## src/rtl/bias_relu_pkg.sv

```systemverilog
// bias_relu_pkg: shared state encoding, register map and Q16.16 limits for bias_relu_wb.
package bias_relu_pkg;
  typedef enum logic [2:0] {S_IDLE, S_RD_IN, S_WT_IN, S_RD_B, S_WT_B, S_WR} state_t;
  localparam logic [3:0] REG_CTRL = 4'd0;
  localparam logic [3:0] REG_BIAS = 4'd2;
  localparam logic [3:0] REG_IN   = 4'd3;
  localparam logic [3:0] REG_OUT  = 4'd4;
  localparam logic [3:0] REG_N    = 4'd5;
  localparam logic [31:0] Q16_MAX = 32'h7FFFFFFF;
endpackage

```

## src/rtl/bias_relu.sv

```systemverilog
// bias_relu: saturating Q16.16 add followed by ReLU; combinational.
module bias_relu
  import bias_relu_pkg::*;
(
  input  logic [31:0] i_a,
  input  logic [31:0] i_b,
  output logic [31:0] o_y,
  output logic        o_nonzero
);
  logic [32:0] w_sum;
  assign w_sum = {i_a[31], i_a} + {i_b[31], i_b};
  // positive overflow saturates, any non-positive sum clamps to zero
  assign o_y = (!w_sum[32] && w_sum[31]) ? Q16_MAX :
               (w_sum[32] || w_sum == 33'd0) ? 32'd0 : w_sum[31:0];
  assign o_nonzero = |o_y;
endmodule

```

## src/rtl/bias_relu_wb.sv

```systemverilog
// bias_relu_wb: Avalon-MM accelerator computing out[i] = ReLU(in[i] + bias[i]) with saturation.
module bias_relu_wb
  import bias_relu_pkg::*;
(
  input  logic        clk,
  input  logic        rst_n,
  output logic        slave_waitrequest,
  input  logic [3:0]  slave_address,
  input  logic        slave_read,
  output logic [31:0] slave_readdata,
  input  logic        slave_write,
  input  logic [31:0] slave_writedata,
  input  logic        master_waitrequest,
  output logic [31:0] master_address,
  output logic        master_read,
  input  logic [31:0] master_readdata,
  input  logic        master_readdatavalid,
  output logic        master_write,
  output logic [31:0] master_writedata
);
  state_t      r_state, w_nxt;
  logic [31:0] r_bias_base, r_in_base, r_out_base, r_n;
  logic [31:0] r_run_bias, r_run_in, r_run_out, r_left, r_off, r_nz, r_in_val;
  logic [31:0] w_off, w_addr, w_y;
  logic        w_busy, w_start, w_acc, w_cap_in, w_cap_b, w_nz;

  assign w_busy   = r_state != S_IDLE;
  assign w_start  = slave_write && slave_address == REG_CTRL && !w_busy;
  assign w_acc    = (master_read || master_write) && !master_waitrequest;
  // read data may return in the acceptance cycle itself, so capture from RD_* too
  assign w_cap_in = master_readdatavalid && ((r_state == S_RD_IN && w_acc) || r_state == S_WT_IN);
  assign w_cap_b  = master_readdatavalid && ((r_state == S_RD_B && w_acc) || r_state == S_WT_B);

  assign slave_waitrequest = slave_read && slave_address == REG_CTRL && w_busy;
  assign slave_readdata = !slave_read                  ? 32'd0 :
                          slave_address == REG_CTRL ? r_nz :
                          slave_address == REG_BIAS ? r_bias_base :
                          slave_address == REG_IN   ? r_in_base :
                          slave_address == REG_OUT  ? r_out_base :
                          slave_address == REG_N    ? r_n : 32'd0;

  bias_relu u_act (
    .i_a       (r_in_val),
    .i_b       (master_readdata),
    .o_y       (w_y),
    .o_nonzero (w_nz)
  );

  always_comb begin
    w_nxt = r_state;
    case (r_state)
      S_IDLE:  if (w_start && r_n != 32'd0) w_nxt = S_RD_IN;
      S_RD_IN: if (w_acc) w_nxt = master_readdatavalid ? S_RD_B : S_WT_IN;
      S_WT_IN: if (master_readdatavalid) w_nxt = S_RD_B;
      S_RD_B:  if (w_acc) w_nxt = master_readdatavalid ? S_WR : S_WT_B;
      S_WT_B:  if (master_readdatavalid) w_nxt = S_WR;
      S_WR:    if (w_acc) w_nxt = (r_left == 32'd1) ? S_IDLE : S_RD_IN;
      default: w_nxt = S_IDLE;
    endcase
    w_off  = w_start ? 32'd0 : (r_state == S_WR && w_acc) ? r_off + 32'd4 : r_off;
    // the first fetch is issued while the run copies are still being latched
    w_addr = (w_nxt == S_RD_IN) ? ((r_state == S_IDLE) ? r_in_base : r_run_in) + w_off :
             (w_nxt == S_RD_B)  ? r_run_bias + w_off :
             (w_nxt == S_WR)    ? r_run_out + w_off : master_address;
  end

  always_ff @(posedge clk or negedge rst_n) begin
    if (!rst_n) begin
      r_state          <= S_IDLE;
      r_bias_base      <= '0;
      r_in_base        <= '0;
      r_out_base       <= '0;
      r_n              <= '0;
      r_run_bias       <= '0;
      r_run_in         <= '0;
      r_run_out        <= '0;
      r_left           <= '0;
      r_off            <= '0;
      r_nz             <= '0;
      r_in_val         <= '0;
      master_read      <= 1'b0;
      master_write     <= 1'b0;
      master_address   <= '0;
      master_writedata <= '0;
    end else begin
      r_state        <= w_nxt;
      r_off          <= w_off;
      master_read    <= w_nxt == S_RD_IN || w_nxt == S_RD_B;
      master_write   <= w_nxt == S_WR;
      master_address <= w_addr;
      if (slave_write && slave_address == REG_BIAS) r_bias_base <= slave_writedata;
      if (slave_write && slave_address == REG_IN)   r_in_base   <= slave_writedata;
      if (slave_write && slave_address == REG_OUT)  r_out_base  <= slave_writedata;
      if (slave_write && slave_address == REG_N)    r_n         <= slave_writedata;
      if (w_start) begin
        r_run_bias <= r_bias_base;
        r_run_in   <= r_in_base;
        r_run_out  <= r_out_base;
        r_left     <= r_n;
        r_nz       <= '0;
      end else if (r_state == S_WR && w_acc) begin
        r_left <= r_left - 32'd1;
      end
      if (w_cap_in) r_in_val <= master_readdata;
      if (w_cap_b) begin
        master_writedata <= w_y;
        r_nz             <= r_nz + {31'd0, w_nz};
      end
    end
  end
endmodule

```

## config.mk

```make
export PLATFORM = sky130hd
export DESIGN_NAME = bias_relu_wb
export DESIGN_NICKNAME = d
export VERILOG_FILES = /design/src/rtl/bias_relu_pkg.sv /design/src/rtl/bias_relu.sv /design/src/rtl/bias_relu_wb.sv
export SDC_FILE = /design/constraint.sdc
export NUM_CORES = 1
export LEC_CHECK = 0
export ABC_CLOCK_PERIOD_IN_PS = 5300
export CORE_MARGIN = 3
export CORE_UTILIZATION = 23
export CTS_BUF_LIST = sky130_fd_sc_hd__clkbuf_8
export DETAILED_ROUTE_END_ITERATION = 7
export HOLD_SLACK_MARGIN = 0.08
export PLACE_DENSITY = 0.51
export SETUP_SLACK_MARGIN = 0.3
export SLEW_MARGIN = 10
export SYNTH_ARGS = -nofsm -noshare
export SYNTH_HDL_FRONTEND = slang
export SYNTH_SLANG_ARGS = --single-unit
```

## constraint.sdc

```tcl
create_clock -name clk -period 5.3 [get_ports clk]
set_clock_uncertainty 0.15 [all_clocks]
set_input_delay 0.795 -clock clk [delete_from_list [all_inputs] [get_ports clk]]
set_output_delay 0.795 -clock clk [all_outputs]
set_load 0.01 [all_outputs]
```

# ---- After elaboration in Yosys (flattened, before gate mapping)
# Index checks and enable logic that the tools add are counted.
dict set report totals {
  ff_bits 421
  inputBits 74
  out_inout_bits 99
  wordCells 97
}
dict set report op_classes {
  addsub 7
  eq_ne 13
  mux 28
  n_reduce_logical 33
}
# operator count
set op_table {}
lappend op_table {{$mux W32} 18}
lappend op_table {{$add A32 B32 Y32} 3}
lappend op_table {{$add A32 B32 Y33} 1}
lappend op_table {{$logic_not A33 Y1} 1}
lappend op_table {{$add A32 B1 Y32} 1}
lappend op_table {{$add A32 B3 Y32 const B} 1}
lappend op_table {{$eq A32 B1 Y1 const B} 1}
lappend op_table {{$reduce_bool A32 Y1} 1}
lappend op_table {{$reduce_or A32 Y1} 1}
lappend op_table {{$sub A32 B1 Y32 const B} 1}
lappend op_table {{$mux W3} 6}
lappend op_table {{$pmux W3 S6} 1}
lappend op_table {{$logic_and A1 B1 Y1} 16}
lappend op_table {{$eq A3 B2 Y1 const B} 3}
lappend op_table {{$eq A3 B3 Y1 const B} 3}
lappend op_table {{$eq A4 B2 Y1 const B} 2}
lappend op_table {{$eq A4 B3 Y1 const B} 2}
lappend op_table {{$eq A3 B1 Y1 const B} 2}
lappend op_table {{$reduce_bool A3 Y1} 2}
lappend op_table {{$logic_or A1 B1 Y1} 5}
lappend op_table {{$logic_not A4 Y1} 1}
lappend op_table {{$reduce_bool A2 Y1} 2}
lappend op_table {{$logic_not A1 Y1} 3}
lappend op_table {{$logic_not A3 Y1} 1}
lappend op_table {{$mux W1} 3}

# ---- Longest topological paths before layout
# Gate-level depths: netlist of run 1.
dict set report logic_depth {
  word_depth 10
  mapped_depth 23
  mapped_depth_nobuf 21
}

# ---- By module
# Synthesis of run 1 repeated with hierarchy kept, for this count alone.
dict set report unflattened {
  cells_unflattened 2413
  hier_area_um2 22549.1
}
# mod n_inst cells_per_inst area_per_inst_um2 seq_area_each_um2
set modules_own_cells {}
lappend modules_own_cells {bias_relu_wb 1 2070 20264.4 10535.1}
lappend modules_own_cells {bias_relu 1 343 2284.7 0.0}

# ---- Worst setup path before layout of run 1
# Ideal clock, no wire load.
dict set report synth_path {
  kind {input-to-reg}
  startpoint {input port master_readdata[10]}
  endpoint {register r_nz[31]}
  setup_time_ns 0.123
  t_arrival_ns 5.165
  t_required_ns 5.027
  slack_ns -0.138
  stages 21
  n_path_buf 2
  path_cell_list {ha_1 -> clkbuf_1 -> nand2_1 -> nor3_1 -> a32oi_1 -> a2111oi_2 -> nor3_1 -> o31ai_1 -> a31oi_1 -> buf_2 -> a41oi_1 -> ha_1 -> nand3_1 -> nor2_1 -> nand2_1 -> nor4_1 -> nand2_1 -> nor2_1 -> and3_1 -> nand2_1 -> mux2i_1}
}
dict set report synth_between {
  elab_chain_len 8
  word_cells_on_any_way 10
  cone_classes {add/sub: 2; mux: 3; reduce/logical: 5}
}
# element line
set synth_rtl {}
lappend synth_rtl {{start: declaration} bias_relu_wb.sv:16} ;# input logic [31:0] master_readdata,
lappend synth_rtl {{$add A32 B32 Y33 (*)} bias_relu.sv:11} ;# assign w_sum = {i_a[31], i_a} + {i_b[31], i_b};
lappend synth_rtl {{$logic_not A33 Y1} bias_relu.sv:14} ;# (w_sum[32] || w_sum == 33'd0) ? 32'd0 : w_sum[31:0];
lappend synth_rtl {{$logic_or A1 B1 Y1} bias_relu.sv:14}
lappend synth_rtl {{$mux W32} bias_relu.sv:14}
lappend synth_rtl {{$mux W32 (*)} bias_relu.sv:13} ;# assign o_y = (!w_sum[32] && w_sum[31]) ? Q16_MAX :
lappend synth_rtl {{$reduce_or A32 Y1 (*)} bias_relu.sv:15} ;# assign o_nonzero = |o_y;
lappend synth_rtl {{$add A32 B1 Y32 (*)} bias_relu_wb.sv:107} ;# r_nz <= r_nz + {31'd0, w_nz};
lappend synth_rtl {{$mux W32 (*)} bias_relu_wb.sv:105} ;# if (w_cap_b) begin
lappend synth_rtl {{end signal: assignment} bias_relu_wb.sv:107}
lappend synth_rtl {{end: declaration} bias_relu_wb.sv:23} ;# logic [31:0] r_run_bias, r_run_in, r_run_out, r_left, r_off, r_nz, r_in_val;
# Mark *: on every way between the ends. The rest lies on a longest branch, timed or not.
# A chain may end at the register's enable or synchronous reset.

# ---- Worst setup path after layout of run 1
dict set report layout_path {
  startpoint {register r_left[16]}
  endpoint {register master_address[30]}
}
dict set report layout_between {
  elab_chain_len 7
  word_cells_on_any_way 10
  cone_classes {eq/ne: 4; mux: 5; reduce/logical: 1}
}
# element line
set layout_rtl {}
lappend layout_rtl {{start: declaration} bias_relu_wb.sv:23}
lappend layout_rtl {{start signal: assignment} bias_relu_wb.sv:99} ;# r_left <= r_n;
lappend layout_rtl {{start signal: assignment} bias_relu_wb.sv:102} ;# r_left <= r_left - 32'd1;
lappend layout_rtl {{$eq A32 B1 Y1 (*)} bias_relu_wb.sv:57} ;# S_WR: if (w_acc) w_nxt = (r_left == 32'd1) ? S_IDLE : S_RD_IN;
lappend layout_rtl {{$mux W1 (*)} bias_relu_wb.sv:57}
lappend layout_rtl {{$mux W3 (*)} bias_relu_wb.sv:57}
lappend layout_rtl {{$pmux W3 S6 (*)} bias_relu_wb.sv:51} ;# case (r_state)
lappend layout_rtl {{$eq A3 B2 Y1} bias_relu_wb.sv:63} ;# (w_nxt == S_RD_B) ? r_run_bias + w_off :
lappend layout_rtl {{$mux W32} bias_relu_wb.sv:63}
lappend layout_rtl {{$mux W32} bias_relu_wb.sv:62} ;# w_addr = (w_nxt == S_RD_IN) ? ((r_state == S_IDLE) ? r_in_base : r_run_in) + w_off :
lappend layout_rtl {{end signal: assignment} bias_relu_wb.sv:90} ;# master_address <= w_addr;
lappend layout_rtl {{end: declaration} bias_relu_wb.sv:14} ;# output logic [31:0] master_address,
# Marked as above.

==> flow_summary.json, run 1 <==
{
  "finalNetCount": 2915,
  "gp_congestion": 0.851,
  "top_layer": "met5",
  "report.final.setup_viol": 0,
  "worst_path_maximum_fanout": 10,
  "worst-slew-pin-transition_ns": 1.12,
  "internal_reg_to_reg_setup_slack_ns": 0.47,
  "hold_violations": 0,
  "grt_pass1_vias": 19100,
  "crit_path_start": "r_left[16]$_DFFE_PN0P_",
  "max_freq_ghz": 0.207,
  "critPathRequiredTime_ns": 5.72,
  "global_route.usage.total_pct": 14.9,
  "p_leak_nw": 13.7,
  "crit_path_frequent_cell": "sky130_fd_sc_hd__buf_4",
  "synthesis.area_per_instance_sq_um": 9.66,
  "cp_cell_sequence": "or4_4 > or4_4 > nor4_4 > o211ai_4 > nand2b_4 > buf_6 > clkbuf_16 > buf_4 > o21ai_0 > buf_4 > ha_1 > buf_4 > a211oi_1 > a211oi_2 > buf_4 > o21ai_4 > buf_6 > o221ai_2 > a31oi_1 > xnor2_1 > mux2_4",
  "post_layout_minimum_cycle_time_ns": 4.83,
  "worstReg2RegStart": "r_left[16]$_DFFE_PN0P_",
  "grt_antenna_before_repair": 6,
  "status": "finished clean",
  "drt_iter0_drc": 1275,
  "wl_per_cell_um": 18.4,
  "drc_errors": 0,
  "cts_buffers": 84,
  "htreeDepth": 3,
  "setup.worst_path.end_class": "flip-flop",
  "vias_per_cell": 4.65,
  "core.rowCount": 113,
  "clock_path_buffers": 3,
  "rsz0062_at_grt": "true",
  "drtPass1Iterations": 8,
  "ys_ff_latch": 421,
  "hold_ws_ns": 0.294,
  "finalMaxSlewViolations": 0,
  "wire_length_of_the_first_global_routing_pass_um": 115000,
  "overflow": 0,
  "critPathKind": "reg -> reg",
  "setup_total_negative_slack_ns": 0,
  "final_antenna_net_count": 0,
  "dp_hpwl_um": 52600,
  "clk_latency_ns": 0.72,
  "start_util_pct": 23.3,
  "min-delay-start": "master_readdata[0]",
  "cp-start-kind": "flip-flop",
  "layout_setup_ws_ns": 0.467,
  "totalWireLength_um": 75400,
  "clkSlewWorstSetupHoldPaths_ns": 0.06,
  "synth_warn": 0,
  "worst_path_max_delay_cell": "sky130_fd_sc_hd__or4_4",
  "syn_to_final_growth_pct": 35.0,
  "ys_async_sr_fraction_pct": 100,
  "synth_seq_area_share_pct": 47.4,
  "wl_met1_um": 34600,
  "critical-path-max-stage-delay_ns": 0.54,
  "drv_cap": 0,
  "tritoncts": "done",
  "clock_sink_count": 421,
  "layout_common_cells": "468 x sky130_fd_sc_hd__nand2_1, 421 x sky130_fd_sc_hd__dfrtp_1, 319 x sky130_fd_sc_hd__buf_4, 172 x sky130_fd_sc_hd__mux2_2, 167 x sky130_fd_sc_hd__clkdlybuf4s50_1",
  "die-width_um": 317,
  "route.met2.wl_um": 34400,
  "cpLargestDelayFamily": "simple AND/OR/NAND/NOR gates",
  "maxSlewHeadroom_pct": 25.1,
  "final_common_cell": "sky130_fd_sc_hd__nand2_1",
  "placeableCoreArea_sq_mm": 0.0954,
  "holdCritPathClass": "in -> reg",
  "post-place-ws_ns": -0.552,
  "peak_supply_drop_v": 0.000269,
  "synth_edf_count": 0,
  "ioPinCount": 173,
  "synth_ff_type": "sky130_fd_sc_hd__dfrtp_1",
  "drive_above_1_share_pct": 25.2,
  "syn-cell-area_sq_mm": 0.0222,
  "finalCritPeriodShare_pct": 91.2,
  "synth_cells": 2301,
  "route.met3.wl_um": 4840,
  "die_y_um": 317,
  "cts_root_buffer": "sky130_fd_sc_hd__clkbuf_8",
  "grt_max_degree": 131,
  "synth.lib_cells_used.distinct": 69,
  "route.vias.total": 19100,
  "numPortBuffers": 172,
  "worst_path_buf_inv": 7,
  "cp_data_arrival_time_ns": 5.25,
  "syn-num-nets": 2445,
  "die_area_sq_mm": 0.100,
  "power_per_cell_area_mw_per_mm2": 526
}
power breakdown:
part | internal, mW | switching, mW | total [mW] | leakage, nW
logic | 3.70 | 3.85 | 7.55 | 7.29
clock network | 1.83 | 1.53 | 3.37 | 0.953
registers | 4.18 | 0.677 | 4.86 | 5.45
total | 9.72 | 6.05 | 15.8 | 13.7
sequential cells by signal, indices dropped and copies added (netlist names):
name	flops
master_address	32
master_read	1
master_write	1
master_writedata	32
r_bias_base	32
r_in_base	32
r_in_val	32
r_left	32
r_n	32
r_nz	32
r_off	32
r_out_base	32
r_run_bias	32
r_run_in	32
r_run_out	32
r_state	3
path summary, 6_finish.rpt:
check,endpoint,cells past startpoint
max in group asynchronous,r_run_bias[9]$_DFFE_PN0P_,3
worst min register to register,r_run_bias[15]$_DFFE_PN0P_,2
worst max register to register,master_address[30]$_DFFE_PN0P_,21
min in group asynchronous,r_nz[29]$_DFFE_PN0P_,2
worst min-delay path,r_in_val[0]$_DFFE_PN0P_,2
worst max-delay path,master_address[30]$_DFFE_PN0P_,21
Yosys cell counts, types with 31 or more instances:
cell / instances / area [sq um]
sky130_fd_sc_hd__xnor2_1: 42 / 368
sky130_fd_sc_hd__nor2_1: 132 / 495
sky130_fd_sc_hd__o21ai_0: 105 / 526
sky130_fd_sc_hd__a21oi_1: 135 / 676
sky130_fd_sc_hd__dfrtp_1: 421 / 10500
sky130_fd_sc_hd__mux2i_1: 42 / 420
sky130_fd_sc_hd__mux2_2: 173 / 1950
sky130_fd_sc_hd__a22oi_1: 53 / 398
sky130_fd_sc_hd__nand3_1: 57 / 285
sky130_fd_sc_hd__xor2_1: 39 / 342
sky130_fd_sc_hd__a31oi_1: 31 / 194
sky130_fd_sc_hd__a21o_1: 51 / 383
sky130_fd_sc_hd__inv_1: 32 / 120
sky130_fd_sc_hd__a211oi_1: 35 / 263
sky130_fd_sc_hd__ha_1: 68 / 851
sky130_fd_sc_hd__clkbuf_1: 98 / 368
sky130_fd_sc_hd__nand2_1: 474 / 1780
worst register-to-register path, delay by kind of cell, from the launching register on:
family	cells	cell delay, ns
simple gates	4	1.45
compound gates	7	1.07
buf+inv	7	1.00
flops	1	0.37
fa+ha+maj	1	0.29
mux	1	0.25
xor+xnor	1	0.09
layout make-up:
cell class              instances  area [sq um]
diodes                          6          15.0
clock inverters                38           239
well taps                    1265          1580
repair buffers                509          4450
multi-input cells            1723         11600
fillers                     10000         65400
clock buffers                 105          1450
inverters                      32           120
flip-flops and latches        421         10500
kinds of logic (layout without fill, tap and decap cells):
kind of cell,Yosys count,after routing,synth area share (%)
mux,215,215,10.7
flops,421,421,47.4
other cells,0,6,0
compound gates,537,537,15.8
buf+inv,157,684,2.71
fa+ha+maj,70,70,4.01
simple gates,820,820,16.2
xor+xnor,81,81,3.19
per-layer routing:
metal / track usage (%) / vias to the layer above
li1: - / 9223
met1: 20.3 / 9282
met2: 23.6 / 444
met3: 3.32 / 112
met4: 4.10 / 6
met5: 0 / -
per-stage QoR:
step	cells	utilization [%]	area [sq um]	power [mW]
6_report	4099	31.4	30000	15.8
5_1_grt	4095	31.4	30000	16.9
4_1_cts	4082	30.9	29500	15.6
3_5_place_dp	3936	29.1	27800	12.1
3_3_place_gp	3936	29.1	27800	12.1
2_1_floorplan	2301	-	22300	8.62
timing repair:
| action | CTS | global route |
|---|---|---|
| endpoints found under the hold margin | 76 | 0 |
| pin swaps | 7 | 41 |
| hold buffers | 1 | 0 |
| buffers inserted | 2 | 10 |
| gates cloned | 0 | 1 |
| resized for setup | 13 | 74 |
| endpoints found under the setup margin | 22 | 37 |
(Power assumes the default switching activity.)
==> run 2, diff against run 1 <==
--- a/config.mk
+++ b/config.mk
@@ -12,7 +12,7 @@
 export DETAILED_ROUTE_END_ITERATION = 7
 export HOLD_SLACK_MARGIN = 0.08
 export PLACE_DENSITY = 0.51
-export SETUP_SLACK_MARGIN = 0.3
+export SETUP_SLACK_MARGIN = 0.05
 export SLEW_MARGIN = 10
 export SYNTH_ARGS = -nofsm -noshare
 export SYNTH_HDL_FRONTEND = slang
==> run 2 against run 1 <==
Against the previous run: worst setup slack got worse by 0.16 ns; via count fell by 0.54%; power fell by 1.2%; sequential power barely moved; register-to-register slack got worse by 0.11 ns; critical path depth rose by 4; count of clock-buffer cells in the layout fell by 5; hold slack improved by 0.017 ns; routed wire length fell by 1.1%; sequential share of layout area rose by 0.53 points; critical path type is now in -> reg; largest power group unchanged.
==> flow_summary.json, run 2 (synthesis results as in run 1) <==
{
  "nFillCells": 10100,
  "final_common_cell": "sky130_fd_sc_hd__nand2_1",
  "p_leak_nw": 13.5,
  "worst_path_maximum_fanout": 5,
  "die_y_um": 317,
  "total_power_mw": 15.6,
  "worstReg2RegStart": "r_left[15]$_DFFE_PN0P_",
  "grt_max_degree": 129,
  "timing.hold.worst_path_depth": 2,
  "drt_iter0_drc": 1387,
  "final_core_util_pct": 31.0,
  "wire_length_of_the_first_global_routing_pass_um": 114000,
  "clk_latency_ns": 0.70,
  "internal_reg_to_reg_setup_slack_ns": 0.36,
  "die-width_um": 317,
  "drtPass1Iterations": 5,
  "critPathRequiredTime_ns": 5.76,
  "finalNetCount": 2895,
  "overflow": 0,
  "route.vias.total": 19000,
  "cts_buffers": 81,
  "max_freq_ghz": 0.200,
  "clock_path_buffers": 3,
  "power_per_cell_area_mw_per_mm2": 527,
  "final_antenna_net_count": 0,
  "placeableCoreArea_sq_mm": 0.0954,
  "numPortBuffers": 172,
  "min-delay-start": "r_bias_base[14]$_DFFE_PN0P_",
  "htreeDepth": 3,
  "global_route.usage.total_pct": 14.8,
  "placedInstanceArea_sq_mm": 0.0277,
  "start_util_pct": 23.3,
  "core.rowCount": 113,
  "wl_per_cell_um": 18.3,
  "die_area_sq_mm": 0.100,
  "holdCritPathClass": "reg -> reg",
  "cts_root_buffer": "sky130_fd_sc_hd__clkbuf_8",
  "report.final.setup_viol": 0,
  "hold_ws_ns": 0.311,
  "ioPinCount": 173,
  "area.sequential_sq_mm": 0.0105,
  "post_layout_minimum_cycle_time_ns": 5.00,
  "design_area_sq_mm": 0.0296,
  "clkSlewWorstSetupHoldPaths_ns": 0.06,
  "cp_data_arrival_time_ns": 5.46,
  "clock_sink_count": 421,
  "layout_common_cells": "474 x sky130_fd_sc_hd__nand2_1, 421 x sky130_fd_sc_hd__dfrtp_1, 306 x sky130_fd_sc_hd__buf_4, 173 x sky130_fd_sc_hd__mux2_2, 171 x sky130_fd_sc_hd__clkdlybuf4s50_1",
  "dp_hpwl_um": 52700,
  "totalWireLength_um": 74600,
  "grt_antenna_before_repair": 11,
  "timing.rr.end": "master_address[28]$_DFFE_PN0P_",
  "setup.worst_path.end_class": "flip-flop",
  "crit_path_start": "master_readdata[1]",
  "hold_violations": 0,
  "drc_errors": 0,
  "setup_total_negative_slack_ns": 0,
  "drive_above_1_share_pct": 23.2,
  "rsz0062_at_grt": "false",
  "syn_to_final_growth_pct": 33.0,
  "maxSlewHeadroom_pct": 42.1,
  "peak_supply_drop_v": 0.000341,
  "tritoncts": "done",
  "status": "finished clean",
  "finalCritPeriodShare_pct": 94.3,
  "grt_pass1_vias": 19100,
  "gp_congestion": 0.840,
  "worst-slew-pin-transition_ns": 0.869,
  "critPathKind": "in -> reg",
  "rr_worst_depth": 20,
  "vias_per_cell": 4.64,
  "drv_cap": 0,
  "finalMaxSlewViolations": 0,
  "area_of_the_multi_input_gates_sq_mm": 0.0113,
  "cp-start-kind": "input pin",
  "timing.critical_path.to": "r_nz[31]$_DFFE_PN0P_"
}
==> run 2: cell count changes in the layout (fill, tap and decap cells not counted), moves of 5 or more <==
cell	previous run	this run
sky130_fd_sc_hd__buf_4	319	306
sky130_fd_sc_hd__clkbuf_8	105	100
sky130_fd_sc_hd__ha_1	56	67
sky130_fd_sc_hd__ha_4	11	0
sky130_fd_sc_hd__nand2_1	468	474
sky130_fd_sc_hd__nand2_2	6	0
sky130_fd_sc_hd__o21ai_0	93	99
==> run 2: power breakdown <==
| part | total (mW) | internal (mW) | switching, mW |
|---|---|---|---|
| sequential | 4.85 | 4.18 | 0.673 |
| combinational | 7.28 | 3.57 | 3.71 |
| clock | 3.45 | 1.92 | 1.53 |
| total | 15.6 | 9.66 | 5.92 |
==> run 2: worst max-delay path: stages <==
cell	delay (ns)
sky130_fd_sc_hd__clkdlybuf4s50_1	0.43
sky130_fd_sc_hd__ha_1	0.32
sky130_fd_sc_hd__a211oi_1	0.29
sky130_fd_sc_hd__o211ai_1	0.18
sky130_fd_sc_hd__buf_4	0.17
sky130_fd_sc_hd__o211ai_1	0.22
sky130_fd_sc_hd__nand2_1	0.14
sky130_fd_sc_hd__buf_4	0.16
sky130_fd_sc_hd__o311ai_0	0.51
sky130_fd_sc_hd__buf_4	0.23
sky130_fd_sc_hd__nand2_1	0.06
sky130_fd_sc_hd__nor4b_2	0.33
sky130_fd_sc_hd__a41oi_2	0.17
sky130_fd_sc_hd__buf_4	0.17
sky130_fd_sc_hd__ha_1	0.20
sky130_fd_sc_hd__nand3_1	0.09
sky130_fd_sc_hd__nor2_1	0.06
sky130_fd_sc_hd__nand2_1	0.10
sky130_fd_sc_hd__nor4_2	0.05
sky130_fd_sc_hd__buf_4	0.17
sky130_fd_sc_hd__nand2_1	0.12
sky130_fd_sc_hd__nor2_4	0.07
sky130_fd_sc_hd__and3_4	0.17
sky130_fd_sc_hd__nand2_1	0.07
sky130_fd_sc_hd__mux2i_1	0.17
==> run 2: routing by layer <==
| layer | wire, um | part of all wire [%] | vias to the layer above | track usage (%) |
|---|---|---|---|---|
| met1 | 34300 | 46 | 9183 | 20.0 |
| met5 | 68 | 0.091 | - | 0 |
| met2 | 34000 | 46 | 484 | 23.6 |
| met4 | 1510 | 2.0 | 10 | 3.90 |
| met3 | 4770 | 6.4 | 113 | 3.52 |
| li1 | - | - | 9174 | - |
==> run 2: metrics by stage <==
stage / setup WS, ns / instances
after floorplan: 0.0300 / 2301
after global placement: -0.664 / 3929
after detailed placement: -0.713 / 3929
after CTS: 0.0583 / 4078
after global routing: 0.0688 / 4080
final: 0.303 / 4084
==> run 2: repair_timing <==
item,4_1_cts,5_1_grt
pin swaps,0,10
resized for setup,3,22
hold endpoints to repair,85,0
hold buffers,1,0
setup endpoints to repair,7,27
setup buffers,2,1
==> run 2: final cells by class <==
type                    instances  share of cell area (%)
multi-input cells            1723                    38.2
inverters                      32                   0.406
clock inverters                46                    1.17
repair buffers                492                    14.5
diodes                          5                  0.0423
well taps                    1265                    5.36
clock buffers                 100                    4.66
flip-flops and latches        421                    35.6
==> run 2: how the worst min path moves through the flow <==
stage / endpoint / slack [ns]
after floorplan: r_run_in[0]$_DFFE_PN0P_ / 0.29
after global placement: r_run_in[0]$_DFFE_PN0P_ / 0.30
after detailed placement: r_run_in[10]$_DFFE_PN0P_ / 0.30
after CTS: r_run_bias[14]$_DFFE_PN0P_ / 0.31
after global routing: r_run_bias[20]$_DFFE_PN0P_ / 0.33
final: r_run_bias[14]$_DFFE_PN0P_ / 0.31
==> run 3, diff against run 2 <==
--- a/config.mk
+++ b/config.mk
@@ -6,12 +6,13 @@
 export NUM_CORES = 1
 export LEC_CHECK = 0
 export ABC_CLOCK_PERIOD_IN_PS = 5300
+export CAP_MARGIN = 20
 export CORE_MARGIN = 3
-export CORE_UTILIZATION = 23
+export CORE_UTILIZATION = 55
 export CTS_BUF_LIST = sky130_fd_sc_hd__clkbuf_8
 export DETAILED_ROUTE_END_ITERATION = 7
 export HOLD_SLACK_MARGIN = 0.08
-export PLACE_DENSITY = 0.51
+export PLACE_DENSITY = 0.9
 export SETUP_SLACK_MARGIN = 0.05
 export SLEW_MARGIN = 10
 export SYNTH_ARGS = -nofsm -noshare
==> run 3 against run 2 <==
Against the previous run: combinational power barely moved; critical path depth fell by 3; power fell by 1.9%; sequential power rose by 2%; clock power fell by 9.9%; design area fell by 5.3%; sequential share of layout area rose by 2.0 points; register-to-register slack got worse by 0.32 ns; non-clock buffer count fell by 62; die area fell by 57%; worst setup slack got worse by 0.27 ns; sequential cell count did not move; critical path type is now reg -> reg.
==> flow_summary.json, run 3 (synthesis results as in run 1) <==
{
  "status": "finished clean",
  "htreeDepth": 3,
  "cp_data_arrival_time_ns": 5.63,
  "grt_max_degree": 120,
  "met2_usage_pct": 50.7,
  "numPortBuffers": 172,
  "cts_buffers": 72,
  "switching_share_pct": 39.6,
  "die_y_um": 207,
  "dp.cells": 3120,
  "drtPass1Iterations": 8,
  "overflow": 0,
  "die_area_sq_mm": 0.0428,
  "pwr-share-comb_pct": 47.4,
  "placedInstanceArea_sq_mm": 0.0262,
  "route.vias.total": 20600,
  "die-width_um": 207,
  "setup.worst_path.end_class": "flip-flop",
  "critPathRequiredTime_ns": 5.67,
  "core.rowCount": 72,
  "holdCritPathClass": "in -> async",
  "instances_no_fill": 3258,
  "grt_pass1_vias": 20600,
  "peak_supply_drop_v": 0.000349,
  "post_layout_minimum_cycle_time_ns": 5.26,
  "layout_common_cells": "472 x sky130_fd_sc_hd__nand2_1, 421 x sky130_fd_sc_hd__dfrtp_1, 252 x sky130_fd_sc_hd__buf_4, 173 x sky130_fd_sc_hd__mux2_2, 171 x sky130_fd_sc_hd__clkdlybuf4s50_1",
  "critical-path-max-stage-delay_ns": 0.62,
  "cp_cell_sequence": "nor4_1 > nand4_1 > o21ai_0 > o211ai_4 > nand2b_4 > buf_6 > buf_4 > o21ai_1 > buf_4 > buf_4 > fa_2 > a21o_1 > a21o_1 > a311oi_2 > buf_4 > buf_4 > a21o_1 > o21ai_1 > a31oi_2 > o21bai_1 > xor2_1 > mux2_2",
  "max_freq_ghz": 0.190,
  "final_common_cell": "sky130_fd_sc_hd__nand2_1",
  "worst_path_max_delay_cell": "sky130_fd_sc_hd__o21ai_0",
  "drc_errors": 0,
  "finalMaxSlewViolations": 0,
  "clkSlewWorstSetupHoldPaths_ns": 0.07,
  "finalCritPeriodShare_pct": 99.3,
  "wire_length_of_the_first_global_routing_pass_um": 109000,
  "post_cts_hold_buffer_count": 0,
  "tritoncts": "done",
  "area.sequential_sq_mm": 0.0105,
  "cts_root_buffer": "sky130_fd_sc_hd__clkbuf_8",
  "p_clk_share_pct": 20.3,
  "drive_above_1_share_pct": 22.0,
  "clock_path_buffers": 3,
  "vias_per_cell": 6.33,
  "ioPinCount": 173,
  "total_power_mw": 15.3,
  "setup_total_negative_slack_ns": 0,
  "syn_to_final_growth_pct": 26.0,
  "net-switching-power_mw": 6.05,
  "dp_hpwl_um": 47300,
  "grt_busiest_layer": "met2",
  "clk_latency_ns": 0.65,
  "worst-slew-pin-transition_ns": 1.15,
  "worst_path_maximum_fanout": 5,
  "final_antenna_net_count": 0,
  "global_route.usage.total_pct": 32.2,
  "placeableCoreArea_sq_mm": 0.0393,
  "clock_sink_count": 421,
  "nFillCells": 2626,
  "power_per_cell_area_mw_per_mm2": 546,
  "grt_antenna_before_repair": 5,
  "start_util_pct": 56.6,
  "cp-start-kind": "flip-flop",
  "global_route.usage.met3_pct": 7.62,
  "totalWireLength_um": 70600,
  "p_leak_nw": 13.1,
  "gp_congestion": 0.941,
  "crit_path_frequent_cell": "sky130_fd_sc_hd__buf_4",
  "layout_setup_ws_ns": 0.0354,
  "area_of_the_multi_input_gates_sq_mm": 0.0114,
  "seq_power_share_pct": 32.2,
  "post-place-ws_ns": -0.962,
  "hold_violations": 0,
  "wl_per_cell_um": 21.7,
  "drt_iter0_drc": 2444,
  "cell_internal_pwr_mw": 9.24,
  "met1_routing_resource_usage_after_global_routing_pct": 42.4,
  "finalNetCount": 2824,
  "design_area_sq_mm": 0.0280,
  "rsz0062_at_grt": "true",
  "drv_cap": 0,
  "maxSlewHeadroom_pct": 23.2,
  "critPathKind": "reg -> reg",
  "report.final.setup_viol": 0
}
## run 3: cell count changes in the layout (fill, tap and decap cells not counted), sizes merged
cell / change
buf: -61
clkbuf: -8
inv: -7
bufinv: -1
diode: -1
dlygate4sd3: -1
## run 3: metal layers
layer / part of all wire, % / wire [um] / vias to the layer above
met2: 46 / 32500 / 1265
met1: 39 / 27200 / 10000
met3: 11 / 7560 / 285
met4: 4.7 / 3300 / 2
met5: 0.027 / 19 / -
li1: - / - / 9037
## run 3: worst paths after layout
kind	from	slack, ns	cells after the start	endpoint
min in group clk	r_run_in[3]$_DFFE_PN0P_	0.32	2	r_run_in[3]$_DFFE_PN0P_
max	r_n[24]$_DFFE_PN0P_	0.04	22	master_address[20]$_DFFE_PN0P_
max in group asynchronous	rst_n	3.75	2	r_bias_base[13]$_DFFE_PN0P_
min reg2reg	r_run_in[3]$_DFFE_PN0P_	0.32	2	r_run_in[3]$_DFFE_PN0P_
min	rst_n	0.07	1	r_in_val[13]$_DFFE_PN0P_
max reg2reg	r_n[24]$_DFFE_PN0P_	0.04	22	master_address[20]$_DFFE_PN0P_
## run 3: layout make-up
class | count | share of cell area, %
multi-input combinational | 1723 | 40.9
sequential | 421 | 37.6
timing repair buffer | 430 | 13.3
clock buffer | 92 | 4.52
tap | 518 | 2.32
clock inverter | 38 | 0.921
inverter | 32 | 0.429
antenna | 4 | 0.0358
## run 3: worst max-delay path: cells and delay by family (launching register included)
family	cells	cell delay, ns
AO/OA/AOI/OAI	10	2.10
XOR/XNOR	1	0.16
flip-flops	1	0.49
AND/OR/NAND/NOR	3	0.83
buffers and inverters	6	0.78
multiplexers	1	0.27
adder cells (fa/ha/maj)	1	0.35
## run 3: what timing repair did
action | 4_1_cts | 5_1_grt
setup endpoints to repair | 22 | 36
resized for setup | 6 | 46
setup buffers | 1 | 3
pin swaps | 6 | 18
## run 3: power by group through the flow
stage	Sequential, mW	Clock (mW)	Combinational (mW)
global placement	4.84	0	6.62
detailed placement	4.91	0	6.84
finish	4.93	3.11	7.25
global route	5.01	3.28	7.78
CTS	4.88	3.12	6.95
floorplan	4.81	0	3.79
## run 3: per-stage QoR
step	utilization (%)	hold slack, ns
final	71.3	0.0748
after global routing	71.3	0.127
after CTS	70.6	0.112
after detailed placement	66.7	0.306
after global placement	66.7	0.298
after floorplan	-	0.288
==> RTL edit, RTL diff (flow settings as in run 2) <==
`master_address` no longer has a reset.
--- a/src/rtl/bias_relu_wb.sv
+++ b/src/rtl/bias_relu_wb.sv
@@ -80,14 +80,12 @@
       r_in_val         <= '0;
       master_read      <= 1'b0;
       master_write     <= 1'b0;
-      master_address   <= '0;
       master_writedata <= '0;
     end else begin
       r_state        <= w_nxt;
       r_off          <= w_off;
       master_read    <= w_nxt == S_RD_IN || w_nxt == S_RD_B;
       master_write   <= w_nxt == S_WR;
-      master_address <= w_addr;
       if (slave_write && slave_address == REG_BIAS) r_bias_base <= slave_writedata;
       if (slave_write && slave_address == REG_IN)   r_in_base   <= slave_writedata;
       if (slave_write && slave_address == REG_OUT)  r_out_base  <= slave_writedata;
@@ -108,5 +106,9 @@
       end
     end
   end
+
+  always_ff @(posedge clk) begin
+    master_address <= w_addr;
+  end
 endmodule
 
Formal check against the unedited RTL: differs if rst_n is asserted again (counterexample within 4 cycles, from zero or initial values and one cycle with rst_n low); with rst_n held inactive, the same outputs for 4 cycles.
==> RTL edit against run 2 <==
- wire length fell by 0.98%
- the flow now finishes with violations (negative setup slack)
- critical endpoint is now r_left[24]$_DFFE_PN0P_
- cell count increased by 0.24%
- synthesized area hardly changed
- global-route usage is 0.36 points lower
- clock power grew 2%
- sequential share of layout area is 0.63 points lower
- largest power group unchanged
- non-clock buffer count is 34 higher
- highest routed layer unchanged
- cell area rose by 3.4%
- count of clock-buffer cells in the layout grew 4
- worst setup slack worse by 0.53 ns
- power grew 4.3%
- sequential cell count did not move
==> RTL edit: results (changes against run 2) <==
<table>
<tr><th>Metric</th><th>Value</th></tr>
<tr><th colspan="2">Run status</th></tr>
<tr><td>Result of the run</td><td>complete, but fails checks</td></tr>
<tr><td>Violated checks</td><td>negative setup slack</td></tr>
<tr><th colspan="2">Place</th></tr>
<tr><td>Cells after DPL</td><td>3869 (-1.5%)</td></tr>
<tr><th colspan="2">Pwr</th></tr>
<tr><td>Power Dens Cells</td><td>532 nW/um^2 (+0.92%)</td></tr>
<tr><td>Static leakage</td><td>13.7 nW (+1.2%)</td></tr>
<tr><th colspan="2">Finish</th></tr>
<tr><td>Non-Filler Instances</td><td>4094 (+0.24%)</td></tr>
<tr><td>Share of post-route cells with drive strength above 1</td><td>28.1% (+4.9 points)</td></tr>
<tr><td>Clk cell area share</td><td>5.75% (-0.083 points)</td></tr>
<tr><td>Layout non-clock buf frac</td><td>15.1% (+0.61 points)</td></tr>
<tr><td>Number of antenna diodes</td><td>4 (-1)</td></tr>
<tr><th colspan="2">CTS</th></tr>
<tr><td>Post-CTS Setup Repair Bufs</td><td>63 (+61)</td></tr>
<tr><th colspan="2">Logic synthesis</th></tr>
<tr><td>Share of synthesized area spent on multiplexers</td><td>11.6% (+0.91 points)</td></tr>
<tr><td>Most instantiated cells after synthesis</td><td>sky130_fd_sc_hd__nand2_1, sky130_fd_sc_hd__dfrtp_1, sky130_fd_sc_hd__mux2_2</td></tr>
<tr><td>Post-Synth Adder-Cell Area</td><td>4.01% (about the same)</td></tr>
<tr><td>Top area cells in the synthesized netlist</td><td>sky130_fd_sc_hd__dfrtp_1, sky130_fd_sc_hd__mux2_2, sky130_fd_sc_hd__nand2_1, sky130_fd_sc_hd__edfxtp_1, sky130_fd_sc_hd__ha_1</td></tr>
<tr><th colspan="2">GRT</th></tr>
<tr><td>Global-route track usage on met1</td><td>20.3% (+0.26 points)</td></tr>
<tr><td>Routing usage on met3</td><td>3.71% (+0.19 points)</td></tr>
<tr><td>Via count of the first global-routing pass</td><td>18.8k (-1.7%)</td></tr>
<tr><th colspan="2">Critical path</th></tr>
<tr><td>R2r worst-path depth</td><td>41 (+110%)</td></tr>
<tr><td>Worst Path Max Fanout</td><td>2 (-3)</td></tr>
<tr><td>Slowest library cell on the worst path</td><td>sky130_fd_sc_hd__or4_4</td></tr>
<tr><td>Data arrival time of the critical path</td><td>5.92 ns (+0.46 ns)</td></tr>
<tr><th colspan="2">Route</th></tr>
<tr><td>First-pass iteration count of the detailed router</td><td>7 (+2)</td></tr>
<tr><td>Count of routing violations after the opening detailed-route iteration</td><td>1070 (-23%)</td></tr>
<tr><th colspan="2">STA</th></tr>
<tr><td>Worst max-slew margin expressed relative to the limit</td><td>40.9% (-1.2 points)</td></tr>
<tr><td>Final count of negative-setup-slack endpoints</td><td>6 (+6)</td></tr>
<tr><td>Worst Slack Setup Final</td><td>-0.230 ns (-0.534 ns)</td></tr>
</table>
-- RTL edit: cell types whose count changed in the layout (fill, tap and decap cells not counted), moves of 22 or more --
cell,change
sky130_fd_sc_hd__a21oi_1,-42
sky130_fd_sc_hd__a31oi_1,-23
sky130_fd_sc_hd__a21o_1,-28
sky130_fd_sc_hd__a21boi_0,+31
sky130_fd_sc_hd__dfrtp_1,-32
sky130_fd_sc_hd__a211oi_1,-28
sky130_fd_sc_hd__o31ai_1,+22
sky130_fd_sc_hd__buf_6,+25
sky130_fd_sc_hd__edfxtp_1,+32
-- RTL edit: report_power, final --
group | internal [mW] | leakage, nW | total [mW] | switching, mW
Clock | 2.01 | 0.975 | 3.52 | 1.51
Sequential | 4.31 | 5.37 | 4.97 | 0.667
Combinational | 3.87 | 7.34 | 7.75 | 3.89
Total | 10.2 | 13.7 | 16.3 | 6.07
